## src/rtl/pdp_unit1d_pipe_arb.sv

```systemverilog
`default_nettype none
//------------------------------------------------------------------------------
// Module   : pdp_unit1d_pipe_arb
// Purpose  : Two-requester round-robin arbiter feeding a single registered
//            output stage (skid-free, 1-cycle latency, full throughput).
//            Per-requester saturating 16-bit accepted-beat counters.
// Config   : `define PDP_UNIT1D_ARB_BURST_EN to let a granted requester keep
//            priority for cfg_burst_len consecutive accepted beats.
//            Without it cfg_burst_len is ignored and grants alternate.
// Ports    : nvdla_core_clk / nvdla_core_rstn (async, active-low)
//            req0_*/req1_*  valid/ready/payload requesters
//            cfg_burst_len  beats per grant (0 behaves as 1)
//            cfg_cnt_clr    synchronous clear of beat counters
//            out_vld/out_pd/out_src/out_rdy  registered output stage
//            beat_cnt0/1    accepted beats per requester (saturating)
// Revision : 1.0  initial release
//------------------------------------------------------------------------------
module pdp_unit1d_pipe_arb #(
    parameter int PD_W = 185,
    parameter int BL_W = 4
) (
    input  logic            nvdla_core_clk,
    input  logic            nvdla_core_rstn,
    input  logic            req0_vld,
    input  logic [PD_W-1:0] req0_pd,
    output logic            req0_rdy,
    input  logic            req1_vld,
    input  logic [PD_W-1:0] req1_pd,
    output logic            req1_rdy,
    input  logic [BL_W-1:0] cfg_burst_len,
    input  logic            cfg_cnt_clr,
    output logic            out_vld,
    output logic [PD_W-1:0] out_pd,
    output logic            out_src,
    input  logic            out_rdy,
    output logic [15:0]     beat_cnt0,
    output logic [15:0]     beat_cnt1
);

    logic stage_rdy;
    logic sel0;
    logic sel1;
    logic gnt0;
    logic gnt1;
    logic any_gnt;
    logic last_gnt;

    // The stage can take a new beat when it is empty or being drained.
    assign stage_rdy = out_rdy | ~out_vld;

`ifdef PDP_UNIT1D_ARB_BURST_EN
    logic [BL_W-1:0] burst_cnt;     // beats still owed to burst_own
    logic            burst_own;
    logic            burst_held;
    logic            owner_vld;
    logic [BL_W-1:0] burst_len_m1;

    assign burst_held   = (burst_cnt != '0);
    assign owner_vld    = burst_own ? req1_vld : req0_vld;
    // Length is sampled only when a new burst starts, so a config change
    // lands at the next grant boundary.
    assign burst_len_m1 = (cfg_burst_len == '0) ? '0 : cfg_burst_len - 1'b1;

    always_comb begin
        sel0 = 1'b0;
        sel1 = 1'b0;
        if (burst_held && owner_vld) begin
            sel0 = ~burst_own;
            sel1 = burst_own;
        end else if (req0_vld && req1_vld) begin
            sel0 = last_gnt;
            sel1 = ~last_gnt;
        end else begin
            // Covers an owner that dropped vld: the other side wins at once.
            sel0 = req0_vld;
            sel1 = req1_vld;
        end
    end

    always_ff @(posedge nvdla_core_clk or negedge nvdla_core_rstn) begin
        if (!nvdla_core_rstn) begin
            burst_cnt <= '0;
            burst_own <= 1'b0;
        end else if (any_gnt) begin
            if (burst_held && (gnt1 == burst_own)) begin
                burst_cnt <= burst_cnt - 1'b1;
            end else begin
                // New burst, or ownership taken over after the owner went idle.
                burst_cnt <= burst_len_m1;
                burst_own <= gnt1;
            end
        end
    end
`else
    logic unused_cfg;
    assign unused_cfg = ^cfg_burst_len;

    always_comb begin
        sel0 = 1'b0;
        sel1 = 1'b0;
        if (req0_vld && req1_vld) begin
            sel0 = last_gnt;
            sel1 = ~last_gnt;
        end else begin
            sel0 = req0_vld;
            sel1 = req1_vld;
        end
    end
`endif

    assign gnt0     = stage_rdy & sel0;
    assign gnt1     = stage_rdy & sel1;
    assign any_gnt  = gnt0 | gnt1;
    assign req0_rdy = gnt0;
    assign req1_rdy = gnt1;

    // Control state of the output stage and the arbiter.
    always_ff @(posedge nvdla_core_clk or negedge nvdla_core_rstn) begin
        if (!nvdla_core_rstn) begin
            out_vld  <= 1'b0;
            out_src  <= 1'b0;
            last_gnt <= 1'b1;   // req0 wins the first tie
        end else begin
            if (stage_rdy) begin
                out_vld <= any_gnt;
            end
            if (any_gnt) begin
                out_src  <= gnt1;
                last_gnt <= gnt1;
            end
        end
    end

    // Payload is qualified by out_vld, so it needs no reset.
    always_ff @(posedge nvdla_core_clk) begin
        if (any_gnt) begin
            out_pd <= gnt1 ? req1_pd : req0_pd;
        end
    end

    // Saturating accepted-beat counters; clear has priority.
    always_ff @(posedge nvdla_core_clk or negedge nvdla_core_rstn) begin
        if (!nvdla_core_rstn) begin
            beat_cnt0 <= '0;
            beat_cnt1 <= '0;
        end else if (cfg_cnt_clr) begin
            beat_cnt0 <= '0;
            beat_cnt1 <= '0;
        end else begin
            if (gnt0 && (beat_cnt0 != 16'hFFFF)) begin
                beat_cnt0 <= beat_cnt0 + 16'd1;
            end
            if (gnt1 && (beat_cnt1 != 16'hFFFF)) begin
                beat_cnt1 <= beat_cnt1 + 16'd1;
            end
        end
    end

endmodule
`default_nettype wire
```

## config.mk

```make
export PLATFORM = sky130hd
export DESIGN_NAME = pdp_unit1d_pipe_arb
export DESIGN_NICKNAME = d
export VERILOG_FILES = /design/src/rtl/pdp_unit1d_pipe_arb.sv
export SDC_FILE = /design/constraint.sdc
export NUM_CORES = 1
export LEC_CHECK = 0
export CELL_PAD_IN_SITES_DETAIL_PLACEMENT = 1
export CELL_PAD_IN_SITES_GLOBAL_PLACEMENT = 1
export CORE_AREA = 2 2 236 238
export CTS_CLUSTER_SIZE = 16
export DETAILED_ROUTE_END_ITERATION = 7
export DIE_AREA = 0 0 238 240
export PLACE_DENSITY_LB_ADDON = 0.3
export SETUP_SLACK_MARGIN = 0.2
export SKIP_CTS_REPAIR_TIMING = 1
export SLEW_MARGIN = 20
export SYNTH_ARGS = -nofsm -noshare
export SYNTH_HDL_FRONTEND = slang
export SYNTH_SLANG_ARGS = --single-unit
```

## constraint.sdc

```tcl
create_clock -name nvdla_core_clk -period 12.5 [get_ports nvdla_core_clk]
set_input_delay 1.875 -clock nvdla_core_clk [delete_from_list [all_inputs] [get_ports nvdla_core_clk]]
set_output_delay 1.875 -clock nvdla_core_clk [all_outputs]
set_load 0.02 [all_outputs]
```

# Word level (Yosys, flattened, before mapping)

Cells that the tools add are included.

Mux-type cells: 7
$add $sub $neg: 2
Bitwise operators: 6
Eq/ne operators: 2
Reduce and logical (&&, ||, !) cells: 5

Operators by type and width:

| cell                    | number |
|---|---|
| $mux W185               | 1 |
| $mux W16                | 4 |
| $add A16 B1 Y16 const B | 2 |
| $ne A16 B16 Y1 const B  | 2 |
| $reduce_bool A2 Y1      | 2 |
| $logic_and A1 B1 Y1     | 3 |
| $and A1 B1 Y1           | 2 |
| $mux W1                 | 2 |
| $not A1 Y1              | 2 |
| $or A1 B1 Y1            | 2 |

Output and inout bits: 221
Register bits after elaboration: 220
Input port bits: 380

# Logic depth before layout (Yosys ltp)

Depth after elaboration: 6
Depth in mapped cells: 8
Depth with buffers taken out: 6

# Worst setup path before layout

Ideal clock, no wire load.

Path type: input to register
From: in out_rdy
To: reg out_pd[0], enable pin
Data arrival time: 6260 ps
Stages on the path: 3
Setup slack: 5679 ps
Path through: nand2b_1 > buf_4 > o21a_1

Longest elaborated chain between the ends: 3

Ends and longest elaborated chain:

| item                             | line     | text |
|---|---|---|
| from (decl)                      | 35       | `input logic out_rdy,` |
| $or A1 B1 Y1 *                   | 49       | `assign stage_rdy = out_rdy \| ~out_vld;` |
| $and A1 B1 Y1 (on tied branches) | 111, 112 |  |
| $or A1 B1 Y1 *                   | 113      | `assign any_gnt = gnt0 \| gnt1;` |
| named net any_gnt                | 45       | `logic any_gnt;` |
| to (signal assigned)             | 137      | `out_pd <= gnt1 ? req1_pd : req0_pd;` |
| to (decl)                        | 33       | `output logic [PD_W-1:0] out_pd,` |

Mark *: on every way through the listed nets, which the timed path passes. The rest lies on a longest branch.
A chain may end at the register's enable or synchronous reset.

# Worst setup path in the final report

From: in out_rdy
To: out req1_rdy

Longest elaborated chain between the ends: 2

Ends and longest elaborated chain:

| item          | line | text |
|---|---|---|
| $or A1 B1 Y1  | 49   |  |
| $and A1 B1 Y1 | 112  | `assign gnt1 = stage_rdy & sel1;` |
| to (decl)     | 29   | `output logic req1_rdy,` |

Every way passes these cells.

==> impl_metrics.csv <==
group,metric,value,unit
synth,seq_area_frac_synth,0.658,
routing,wl_met1,16200,µm
min_path,min_path_type,"reg -> reg",
routing,wirelength,43400,µm
placement,portBuffers,596,
die,row_count,86,
setup_path,endpoint,"req1_rdy",
placement,dp_hpwl,32500,µm
setup_path,critPathBufInv,3,
synth,avgSynthCellArea,9.94,µm²
setup_path,critPathMaxStageDelay,0.70,ns
synth,synth-edff-count,185,
sta,tightest_slew,0.995,ns
setup_path,cp.depth,5,
placement,gp_congestion,0.820,
synth,synth.top_cell.area_share,0.569,
clocking,clock_latency,0.58,ns
synth,synth_top_cells_by_count,"nand2_1 (571), edfxtp_1 (185), dfrtp_1 (34), nor2_1 (34), xnor2_1 (25)",
routing,drc,0,
routing,topRoutingLayerUsed,"met4",
routing,detail-route-antenna-nets,0,
synth,synth_cells,983,
synth,yosys.cell_types.count,39,
routing,num_vias,9186,
sta,hold_slack,0.495,ns
synth,syn-num-nets,1365,
die,die_h,240,µm
global_routing,track_usage,0.145,
global_routing,grt_first_pass_wirelength,62500,µm
sta,skew,0.0187,ns
setup_path,r2r-end,"out_pd[74]",
setup_path,path_max_fanout,53,
routing,route.met3.wl,3600,µm
clocking,clockBufferDepth,3,
global_routing,grt_max_degree,79,
die,dieWidth,238,µm
final_layout,final_util,0.322,
routing,avgViaCountPerCell,3.98,
sta,hold_viol,0,
setup_path,cp.required,10.62,ns
routing,wl_per_cell,18.8,µm
clocking,cts_tree,"built",
die,ios,601,
final_layout,drive_gt1_frac,0.0432,
synth,ys_async_sr_fraction,0.159,
sta,max_freq,0.152,GHz
power,peakVddDrop,0.105,mV
die,core,54700,µm²
routing,wl_met2,22800,µm
sta,slew_headroom,0.337,
sta,min_period_over_period,0.526,
setup_path,cp_common_cell,"clkdlybuf4s50_1",
final_layout,layout.nets,1956,
setup_path,r2r-start,"out_vld",
synth,synth.most_common_cell,"nand2_1",
setup_path,critPathTopFamily,"buffers and inverters",
setup_path,crit_slowest_cell,"clkdlybuf4s50_1",
sta,setup_viol,0,
synth,synth_top_flop_cell,"edfxtp_1",
sta,drv_slew,0,
setup_path,cp-startpoint,"out_rdy",
die,dieArea,57100,µm²
setup_path,end_kind,"output port",
clocking,cts_inserted_buffers,30,
min_path,hp-start,"out_src",
final_layout,areaGrowthSynthToFinish,80.2,%
clocking,cts.htree.levels,1,
setup_path,rrSetupSlack,9.22,ns
setup_path,crit_path_start_kind,"primary input",
clocking,cts_root_buf,"clkbuf_16",
global_routing,grt_overflow_total,0,
flow_run,cap_violations,0,
routing,first_pass_iters,4,
global_routing,grt_pass1_vias,9795,
synth,ys_warn_count,0,
routing,first_iter_violations,329,
sta,period_minus_slack,6.58,ns
synth,yosys.area.top_type,"edfxtp_1",
synth,synth_area_leaders,"edfxtp_1 (57%), nand2_1 (22%), dfrtp_1 (8.7%), xnor2_1 (2.2%), nor2_1 (1.3%)",
setup_path,rr_worst_depth,6,
setup_path,path_cells,"clkdlybuf4s50_1, nand2b_1, nand3_4, inv_6, clkdlybuf4s50_1",
sta,setup_tns,0,ns
power,p_leak,7.01,nW
setup_path,path_class,"in -> out",
synth,ys_seq_elements,220,
synth,syn_area,9770,µm²
outcome,status,"finished, final reports clean",
global_routing,antenna_found_initial,7,
sta,rsz0062_at_grt,"no",
clocking,cts.sink_count,220,
power,p_per_area,130,nW/µm²
setup_path,arrival,4.71,ns
clocking,clkTransAtPathRegs,0.06,ns
die,start_util,0.179,
-- cell usage in the layout (no fill, tap or decap), types with 4 or more instances in the layout --
| cell | Yosys | routed |
|---|---|---|
| buf_4 | 1 | 9 |
| xnor2_1 | 25 | 25 |
| and3_1 | 4 | 4 |
| edfxtp_1 | 185 | 185 |
| nand2b_1 | 4 | 4 |
| dfrtp_1 | 34 | 34 |
| diode_2 | 0 | 6 |
| nand4_1 | 12 | 12 |
| bufinv_16 | 0 | 8 |
| clkbuf_16 | 0 | 30 |
| clkinv_1 | 0 | 6 |
| nand3_1 | 8 | 7 |
| nand2_1 | 571 | 571 |
| clkdlybuf4s50_1 | 0 | 596 |
| a21oi_1 | 5 | 5 |
| nor4_1 | 11 | 11 |
| nor2_1 | 34 | 34 |
| nor3_1 | 5 | 5 |
| clkbuf_1 | 18 | 4 |
-- how the worst min path moves through the flow --
stage                     endpoint  slack (ns)  cells after the start
final                      out_src        0.49                      2
after global routing       out_src        0.54                      2
after CTS                  out_src        0.50                      2
after detailed placement   out_src        0.48                      2
after global placement     out_src        0.47                      2
after floorplan           last_gnt        0.51                      2
-- cell families after synthesis --
kind of cell,synth area share
XOR/XNOR,0.0224
AND/OR/NAND/NOR,0.279
flip-flops,0.658
buffers and inverters,0.0220
multiplexers,0.00307
AO/OA/AOI/OAI,0.0129
adder cells (fa/ha/maj),0.00256
-- per-stage QoR --
step,cell area [µm²],worst slack (ns),total power [W],std cells
6_report,17600,5.92,0.00229,2307
3_5_place_dp,16500,5.81,0.00136,2246
5_1_grt,17600,5.66,0.00239,2306
4_1_cts,17600,5.80,0.00233,2301
3_3_place_gp,16500,5.83,0.00136,2246
2_1_floorplan,9770,5.68,0.00109,983
-- where the power goes --
part / switching, W / internal (W) / total, W
logic: 0.000225 / 0.000223 / 0.000448
registers: 0.0000168 / 0.000875 / 0.000892
clock network: 0.000347 / 0.000603 / 0.000950
total: 0.000589 / 0.00170 / 0.00229
-- area by class of cell --
class | count | area, µm²
clock buffers | 34 | 766
clock inverters | 21 | 318
fillers | 6243 | 37100
flip-flops and latches | 220 | 6430
inverters | 4 | 20.0
multi-input cells | 713 | 3140
well taps | 704 | 881
repair buffers | 605 | 6030
diodes | 6 | 15.0
-- flip-flops by register name, indices dropped and copies added, names as in the netlist --
name and cells:
out_pd 185, last_gnt 1, beat_cnt0 16, out_src 1, beat_cnt1 16, out_vld 1
-- tightest hold or removal path: cells and delay by family (launching register included) --
family / cells / cell delay, ns
simple gates: 2 / 0.11
flops: 1 / 0.35
-- routing by layer --
metal / up-vias / global-route usage
li1: 4438 / -
met1: 4390 / 0.158
met2: 314 / 0.270
met3: 44 / 0.0450
met4: 0 / 0.0402
met5: - / 0
No activity file was read; power rests on OpenSTA's default activity.
